`config.mk`:
```
export PLATFORM = sky130hd
export DESIGN_NAME = alu_rr_sched
export DESIGN_NICKNAME = d
export VERILOG_FILES = /design/src/rtl/alu_sched_pkg.sv /design/src/rtl/rr_arbiter_2.sv /design/src/rtl/alu_rr_sched.sv
export SDC_FILE = /design/constraint.sdc
export NUM_CORES = 1
export LEC_CHECK = 0
export CORE_MARGIN = 3
export CORE_UTILIZATION = 40
export CTS_BUF_LIST = sky130_fd_sc_hd__clkbuf_16
export DETAILED_ROUTE_END_ITERATION = 6
export MAX_ROUTING_LAYER = met4
export PLACE_DENSITY = 0.81
export REMOVE_ABC_BUFFERS = 1
export SYNTH_ARGS = -nofsm -noshare
export SYNTH_HDL_FRONTEND = slang
export SYNTH_SLANG_ARGS = --single-unit
```
`constraint.sdc`:
```
create_clock -name clk -period 1.4 [get_ports clk]
set_input_delay 0.21 -clock clk [delete_from_list [all_inputs] [get_ports clk]]
set_output_delay 0.21 -clock clk [all_outputs]
set_load 0.01 [all_outputs]
```
`src/rtl/alu_sched_pkg.sv`:
```
// Shared definitions for the two-client round-robin ALU scheduler: opcode codes,
// FSM state encoding and the opcode legality check.
package alu_sched_pkg;

  localparam logic [3:0] OP_ADD = 4'b0000;
  localparam logic [3:0] OP_SUB = 4'b0001;
  localparam logic [3:0] OP_NEG = 4'b0011;
  localparam logic [3:0] OP_AND = 4'b1000;
  localparam logic [3:0] OP_XOR = 4'b1001;
  localparam logic [3:0] OP_OR  = 4'b1010;
  localparam logic [3:0] OP_NOT = 4'b1011;
  localparam logic [3:0] OP_ROR = 4'b1100;
  localparam logic [3:0] OP_ROL = 4'b1101;
  localparam logic [3:0] OP_SHR = 4'b1110;
  localparam logic [3:0] OP_SHL = 4'b1111;

  typedef enum logic [1:0] {
    S_IDLE = 2'd0,
    S_WAIT = 2'd1,
    S_RESP = 2'd2
  } state_e;

  function automatic logic is_legal_op(input logic [3:0] op);
    case (op)
      OP_ADD, OP_SUB, OP_NEG, OP_AND, OP_XOR, OP_OR,
      OP_NOT, OP_ROR, OP_ROL, OP_SHR, OP_SHL: return 1'b1;
      default:                                return 1'b0;
    endcase
  endfunction

endpackage

```
`src/rtl/rr_arbiter_2.sv`:
```
// Two-way round-robin arbiter: one-hot grant while enabled; the tie-break pointer
// moves to the other requester whenever a grant is given.
module rr_arbiter_2 (
  input  logic       clk,
  input  logic       rst,
  input  logic       en,
  input  logic [1:0] req,
  output logic [1:0] gnt
);

  logic ptr_q;  // requester that wins the next tie

  // NOTE: default every always_comb output first so no path leaves it unassigned (latch).
  always_comb begin
    gnt = 2'b00;
    if (en) begin
      case (req)
        2'b01:   gnt = 2'b01;
        2'b10:   gnt = 2'b10;
        2'b11:   gnt = ptr_q ? 2'b10 : 2'b01;
        default: gnt = 2'b00;
      endcase
    end
  end

  // NOTE: sequential state uses non-blocking assignments so every flop samples pre-edge values.
  always_ff @(posedge clk) begin
    if (rst) begin
      ptr_q <= 1'b0;
    end else if (|gnt) begin
      ptr_q <= gnt[0];
    end
  end

endmodule

```
`src/rtl/alu_rr_sched.sv`:
```
// Round-robin scheduler sharing one registered ALU between two requesters.
// Optional opcode screening is enabled by defining ALU_SCHED_OPCODE_CHECK_EN.
module alu_rr_sched
  import alu_sched_pkg::*;
#(
  parameter int WIDTH   = 8,
  parameter int ALU_LAT = 1
) (
  input  logic                 clk,
  input  logic                 rst,
  input  logic [1:0]           req_valid,
  output logic [1:0]           req_ready,
  input  logic [7:0]           req_op,
  input  logic [2*WIDTH-1:0]   req_a,
  input  logic [2*WIDTH-1:0]   req_b,
  output logic                 rsp_valid,
  input  logic                 rsp_ready,
  output logic                 rsp_id,
  output logic [WIDTH-1:0]     rsp_f,
  output logic                 rsp_z,
  output logic                 rsp_c,
  output logic                 rsp_ovf,
  output logic                 rsp_err,
  output logic [WIDTH-1:0]     alu_A,
  output logic [WIDTH-1:0]     alu_B,
  output logic [3:0]           alu_sel,
  input  logic [WIDTH-1:0]     alu_F,
  input  logic                 alu_z,
  input  logic                 alu_c_out,
  input  logic                 alu_over_flow
);

  localparam int CW = (ALU_LAT > 0) ? $clog2(ALU_LAT + 1) : 1;

  state_e           state_q, state_d;
  logic [1:0]       gnt;
  logic             accept, gnt_id, op_legal, err_q;
  logic [3:0]       sel_op;
  logic [WIDTH-1:0] sel_a, sel_b;
  logic [CW-1:0]    cnt_q;

  rr_arbiter_2 u_arb (
    .clk (clk),
    .rst (rst),
    .en  (state_q == S_IDLE),
    .req (req_valid),
    .gnt (gnt)
  );

  assign req_ready = gnt;
  assign accept    = |gnt;
  assign gnt_id    = gnt[1];
  assign sel_op    = gnt_id ? req_op[7:4] : req_op[3:0];
  assign sel_a     = gnt_id ? req_a[2*WIDTH-1:WIDTH] : req_a[WIDTH-1:0];
  assign sel_b     = gnt_id ? req_b[2*WIDTH-1:WIDTH] : req_b[WIDTH-1:0];
  assign rsp_valid = (state_q == S_RESP);
  assign rsp_err   = err_q;

`ifdef ALU_SCHED_OPCODE_CHECK_EN
  assign op_legal = is_legal_op(sel_op);
`else
  assign op_legal = 1'b1;
`endif

  always_comb begin
    state_d = state_q;
    case (state_q)
      S_IDLE:  if (accept) state_d = op_legal ? S_WAIT : S_RESP;
      S_WAIT:  if (cnt_q == '0) state_d = S_RESP;
      S_RESP:  if (rsp_ready) state_d = S_IDLE;
      default: state_d = S_IDLE;
    endcase
  end

  always_ff @(posedge clk) begin
    if (rst) state_q <= S_IDLE;
    else     state_q <= state_d;
  end

  // Illegal ops never touch the ALU; their response payload is forced to zero.
  always_ff @(posedge clk) begin
    if (rst) begin
      alu_A   <= '0;
      alu_B   <= '0;
      alu_sel <= '0;
      cnt_q   <= '0;
      rsp_id  <= 1'b0;
      rsp_f   <= '0;
      rsp_z   <= 1'b0;
      rsp_c   <= 1'b0;
      rsp_ovf <= 1'b0;
      err_q   <= 1'b0;
    end else begin
      case (state_q)
        S_IDLE: begin
          if (accept) begin
            rsp_id <= gnt_id;
            err_q  <= ~op_legal;
            if (op_legal) begin
              alu_A   <= sel_a;
              alu_B   <= sel_b;
              alu_sel <= sel_op;
              cnt_q   <= CW'(ALU_LAT);
            end else begin
              rsp_f   <= '0;
              rsp_z   <= 1'b0;
              rsp_c   <= 1'b0;
              rsp_ovf <= 1'b0;
            end
          end
        end
        S_WAIT: begin
          if (cnt_q == '0) begin
            rsp_f   <= alu_F;
            rsp_z   <= alu_z;
            rsp_c   <= alu_c_out;
            rsp_ovf <= alu_over_flow;
          end else begin
            cnt_q <= cnt_q - CW'(1);
          end
        end
        default: ;
      endcase
    end
  end

endmodule

```
==> results of run 1 <==
routing by layer:
metal  global-route usage, %  routed length, µm  vias to the layer above
li1                        -                  -                      913
met1                    30.1               2710                      955
met2                    39.2               3410                       73
met3                    4.96                322                       13
met4                    8.20                126                        0
met5                       -                  0                        -
area by class of cell:
type / instances / area share [%]
Clock buffer: 5 / 3.97
Clock inverter: 3 / 1.23
Inverter: 6 / 0.715
Multi-Input combinational cell: 124 / 34.1
Sequential cell: 36 / 22.9
Tap cell: 50 / 1.99
Timing Repair Buffer: 107 / 35.0
cell families after synthesis:
family / share of synthesized area, %
AOI/OAI and AO/OA: 24.1
buffers and inverters: 8.88
DFF: 40.0
muxes: 6.11
other: 0.208
and+or+nand+nor: 20.8
repair_timing:
item                       4_1_cts  5_1_grt
setup endpoints to repair       26       30
setup buffers                    0        1
pin swaps                        1        3
resized for setup               18       34
cloned                           1        0
hold endpoints to repair         0        0
final timing paths:
kind                            depth (start not counted)                     to  slack, ns                startpoint
worst max-delay path                                    3           req_ready[1]     -0.005  u_arb.ptr_q$_SDFFE_PP0P_
worst min-delay path                                    2  rsp_f[2]$_SDFFE_PP0P_       0.49     rsp_f[2]$_SDFFE_PP0P_
worst max register to register                          4  alu_B[1]$_SDFFE_PP0P_       0.03   state_q[1]$_SDFFE_PP0P_
worst min register to register                          2  rsp_f[2]$_SDFFE_PP0P_       0.49     rsp_f[2]$_SDFFE_PP0P_
stage by stage:
step / setup WS, ns / hold slack [ns] / instances / setup TNS, ns / instance area [µm²]
floorplan: -0.522 / 0.279 / 165 / -11.62 / 1670
global placement: -0.419 / 0.470 / 321 / -9.25 / 2790
detailed placement: -0.451 / 0.483 / 321 / -9.70 / 2790
CTS: -0.0190 / 0.497 / 330 / -0.0278 / 2970
global route: -0.0485 / 0.525 / 331 / -0.0687 / 3150
finish: -0.00532 / 0.492 / 331 / -0.00532 / 3150
worst max-delay path: stages, from the launching register on:
cell and delay, ns:
dfxtp_2 0.34, and2b_2 0.25, nor3_4 0.17, buf_2 0.16
layout by cell type (no fill, tap or decap):
cell type,count
dfxtp_2,1
nor3_4,1
a2111oi_2,13
a21oi_1,24
nor2b_1,1
inv_2,1
bufinv_16,1
nor4_1,36
clkbuf_16,5
nor2_1,12
buf_4,10
buf_12,4
o21ai_0,2
a2111oi_4,7
clkdlybuf4s50_1,77
nand3b_1,1
dlygate4sd2_1,1
nor3b_2,1
nor4_2,4
nand2_1,2
o21ba_2,1
conb_1,1
or2_4,3
nand3_2,1
dfxtp_1,35
inv_1,6
nor2_4,1
clkbuf_2,1
clkinv_2,1
a31oi_1,1
buf_2,1
and2b_2,1
buf_6,4
mux2i_1,11
dlymetal6s2s_1,9
registers in the layout, summed over array words and instances (netlist names):
name	count
state_q	2
alu_B	8
rsp_f	8
rsp_ovf	1
alu_A	8
u_arb.ptr_q	1
rsp_c	1
cnt_q	1
rsp_id	1
rsp_z	1
alu_sel	4
cells in the mapped netlist:
cell	count	area (µm²)
nor2_1	13	48.8
clkbuf_1	8	30.0
nor4_1	40	250
o21ba_2	1	10.0
nor2b_1	1	6.26
or2_2	1	6.26
buf_2	9	45.0
a31oi_1	1	6.26
dfxtp_1	36	721
mux2i_1	11	110
clkbuf_2	2	10.0
a2111oi_0	2	17.5
inv_1	6	22.5
a2111oi_2	18	270
nor3_4	1	16.3
conb_1	1	3.75
and2b_1	1	7.51
nand3_1	1	5.00
nor3b_2	1	12.5
o21ai_0	2	10.0
or2_1	1	6.26
buf_6	2	22.5
buf_4	4	30.0
nand2_1	2	7.51
nand3b_1	1	7.51
a21oi_1	24	120
power by group through the flow:
| stage | sequential, W | combinational [W] | clock [W] |
|---|---|---|---|
| after floorplan | 0.00130 | 0.000384 | 0 |
| after detailed placement | 0.00123 | 0.00106 | 0 |
| final | 0.00121 | 0.00117 | 0.00125 |
| after global placement | 0.00123 | 0.00104 | 0 |
| after global routing | 0.00123 | 0.00125 | 0.00131 |
| after CTS | 0.00121 | 0.00108 | 0.00127 |
==> results_dict.tcl, run 1 <==
set metrics [dict create \
    status "complete, but fails checks" \
    violations "negative setup slack" \
    worst_setup_path_end_kind "output pin" \
    grt_pass1_wl_um 9760 \
    critPathLaunchType "register" \
    dp.final_hpwl_um 4050 \
    fin_crit_sh_pct 100 \
    final_layout_size_suffix_gt1_share_pct 22.1 \
    htreeDepth 2 \
    route.detailed.drc 0 \
    setup_ws_ns -0.00532 \
    crit_type "register to output pin" \
    area_growth_pct 74.6 \
    worstPathRequired_ns 1.19 \
    arrival_ns 1.20 \
    grt_usage_pct 24.3 \
    drtIter0Drc 151 \
    numPortBuffers 90 \
    diodes 0 \
    leakagePower_nw 1.20 \
    min_period_ns 1.41 \
    first_pass_iters 4 \
    switchingPower_w 0.00107 \
    fmax_mhz 712 \
    vias_per_cell 5.90 \
    clock-root-buffer "clkbuf_16" \
    avgSynthCellArea_um2 9.49 \
    clock_sinks 36 \
    grt-ovfl-total 0 \
    die-area_um2 5350 \
    grt_max_degree 42 \
    finalSetupViolations 1 \
    min_path_type "register to register" \
    final_util_pct 75.4 \
    syn_area_um2 1800 \
    p_per_area_nw_per_um2 1160 \
    seq_area_frac_synth_pct 40.0 \
    clk_path_buf_depth 2 \
    cts_buffers 5 \
    wl_um 6580 \
    yosys_warnings 0 \
    power_w 0.00364 \
    netlist_instances 190 \
    cts_tree "built" \
    rsz0062_at_grt "true" \
    nets 336 \
    cts_hold_buffers 0 \
    switching_share_pct 29.5 \
    fin_skew_ns 0.00489 \
    clkTransAtPathRegs_ns 0.06 \
    num_vias 1954 \
    pwr-share-seq_pct 33.4 \
    regArea_um2 722 \
    grt_antenna_before_repair 0 \
    max-cap-violations 0 \
    die_width_um 73.1 \
    grt_pass1_vias 1981 \
    clock_power_share_pct 34.4 \
    wl_per_cell_um 19.9 \
    gp_congestion 0.789 \
    multi_input_area_um2 1070 \
    synth.distinct_cells 26 \
    n_fill_cell 310 \
    p_int_w 0.00257 \
    die_h_um 73.1 \
    slew_viol_final 0 \
    ant_nets 0 \
    synth_seq_cells 36 \
    core_area_um2 4170 \
    hold_viol 0 \
    cp_max_fo 3 \
    core.rowCount 23 \
    start_util_pct 43.2 \
    clkLatencyLatePin_ns 0.28 \
    peakVddDrop_v 0.000758 \
    pin_count 92 \
    comb_power_share_pct 32.2 \
]
Note: power is estimated with default switching activity, not from simulation.
==> run 2, diff against run 1 <==
Settings changed: ABC_AREA from default to 0, GPL_TIMING_DRIVEN from default to 0.
==> run 2 against run 1 <==
Compared with the run above:
- the run still ends with negative setup slack left
- total power rose by 2.6%
- critical path depth rose by 2
- cell count up 6.3%
- die area unchanged
- routed wire length rose by 26%
- critical path type is now register to register
==> results_dict.tcl, run 2 (same netlist as run 1, synthesis figures left out) <==
set metrics [dict create \
    leakagePower_nw 1.32 \
    die_width_um 73.1 \
    cp_max_fo 8 \
    grt_max_degree 37 \
    worstMarginPinSlew_ns 0.786 \
    fin_crit_sh_pct 113 \
    grt_usage_pct 24.7 \
    dp.final_hpwl_um 3650 \
    gp_congestion 0.764 \
    n_fill_cell 239 \
    route.detailed.drc 0 \
    clkTransAtPathRegs_ns 0.06 \
    drtIter0Drc 349 \
    num_vias 2214 \
    grt_antenna_before_repair 0 \
    cts_buffers 5 \
    setup_ws_ns -0.175 \
    critical_path_buf_inv_count 2 \
    cts_tree "built" \
    wl_per_cell_um 23.5 \
    clkLatencyLatePin_ns 0.28 \
    first_pass_iters 7 \
    power_w 0.00374 \
    min_path_type "primary input to register" \
    hold_viol 0 \
    fin_skew_ns 0.00461 \
    nets 357 \
    violations "negative setup slack" \
    arrival_ns 1.69 \
    p_per_area_nw_per_um2 1090 \
    cts_hold_buffers 0 \
    slew_viol_final 0 \
    crit_chain "or2_4, buf_6, clkbuf_16, nor4_1, nor4_1" \
    rsz0062_at_grt "true" \
    clock_sinks 36 \
    die_h_um 73.1 \
    relSlewSlack_pct 47.6 \
    grt_pass1_vias 1932 \
    critPathLaunchType "register" \
    grt-ovfl-total 0 \
    fmax_mhz 635 \
    critPathMaxStageDelay_ns 0.36 \
    clock-root-buffer "clkbuf_16" \
    final_cell_mix "74 x clkdlybuf4s50_1, 33 x dfxtp_1, 28 x nor4_1, 28 x buf_4, 24 x a21oi_1" \
    worst_setup_path_end_kind "register" \
    start_util_pct 43.2 \
    worst_hold_slack_ns 0.347 \
    peakVddDrop_v 0.000696 \
    crit_type "register to register" \
    max-cap-violations 0 \
    diodes 0 \
    wl_um 8290 \
    cpMostUsedCell "nor4_1" \
    vias_per_cell 6.29 \
    core_area_um2 4170 \
    mostFrequentLayoutCell "clkdlybuf4s50_1" \
    area_growth_pct 89.9 \
    pin_count 92 \
    die-area_um2 5350 \
    crit_slowest_cell "nor4_1" \
    core.rowCount 23 \
    numPortBuffers 90 \
    critPathTopFamily "simple AND/OR/NAND/NOR gates" \
    final_area_um2 3420 \
    min_period_ns 1.58 \
    place_ws_ns -1.93 \
    place_area_um2 2650 \
    htreeDepth 2 \
    worstPathRequired_ns 1.52 \
    ant_nets 0 \
    status "complete, but fails checks" \
    grt_pass1_wl_um 9780 \
    clk_path_buf_depth 2 \
    finalSetupViolations 19 \
    final_layout_size_suffix_gt1_share_pct 31.5 \
    reg_top3 "alu_A: 8 flops, alu_B: 8 flops, rsp_f: 8 flops" \
]
[run 2: cell count changes in the layout (fill, tap and decap cells not counted), sizes merged]
cell / delta
clkinv: +2
inv: -3
buf: +18
clkbuf: +2
clkdlybuf4s50: -3
clkinvlp: +4
and2b: +1
dlymetal6s2s: +1
dlygate4sd2: -1
or2: -1
nor2: +1
bufinv: -1
clkdlybuf4s15: +1
[run 2: routing by layer]
metal	track usage [%]	share of wire, %
met1	29.3	39
met2	41.1	50
met3	4.41	7.0
met4	9.63	3.8
met5	-	0
[run 2: tightest hold or removal path, cell delays in order]
cell	delay [ns]
clkbuf_2	0.19
nand3_2	0.12
a21oi_1	0.07
[run 2: what timing repair did]
item / CTS / global route
setup buffers: 12 / 20
pin swaps: 3 / 13
setup endpoints to repair: 39 / 30
gates resized for setup: 31 / 58
gates cloned: 3 / 3
[run 2: path summary, 6_finish.rpt]
check | start | to | slack [ns] | cells after the start
worst min register to register | rsp_f[2]$_SDFFE_PP0P_ | rsp_f[2]$_SDFFE_PP0P_ | 0.50 | 2
worst max-delay path | state_q[1]$_SDFFE_PP0P_ | alu_sel[0]$_SDFFE_PP0P_ | -0.18 | 5
worst min-delay path | req_valid[0] | u_arb.ptr_q$_SDFFE_PP0P_ | 0.35 | 3
worst max register to register | state_q[1]$_SDFFE_PP0P_ | alu_sel[0]$_SDFFE_PP0P_ | -0.18 | 5
[run 2: report_power, final]
| group | leakage (nW) | internal (W) | switching [W] |
|---|---|---|---|
| registers | 0.299 | 0.00115 | 0.0000830 |
| clock network | 0.0710 | 0.000646 | 0.000424 |
| logic | 0.947 | 0.000720 | 0.000716 |
[run 2: layout make-up]
cell class / instances / area (µm²) / area share, %
clock inverter: 3 / 13.8 / 0.402
tap: 50 / 62.6 / 1.83
timing repair inverter: 2 / 15.0 / 0.439
sequential: 36 / 732 / 21.4
timing repair buffer: 125 / 1240 / 36.3
inverter: 6 / 30.0 / 0.877
clock buffer: 5 / 125 / 3.65
multi-input combinational: 125 / 1200 / 35.1
[run 2: stage by stage]
step / TNS (ns) / instances / util [%]
floorplan: -11.62 / 165 / -
global placement: -44.54 / 305 / 63.0
detailed placement: -43.94 / 306 / 63.5
CTS: -0.986 / 329 / 70.2
global route: -2.04 / 352 / 82.0
finish: -1.43 / 352 / 82.0
==> run 3, diff against run 2 <==
Settings changed: HOLD_SLACK_MARGIN from default to 0.12.
==> results of run 3 <==
No change in the layout: final DEF, timing and power equal those of run 2.
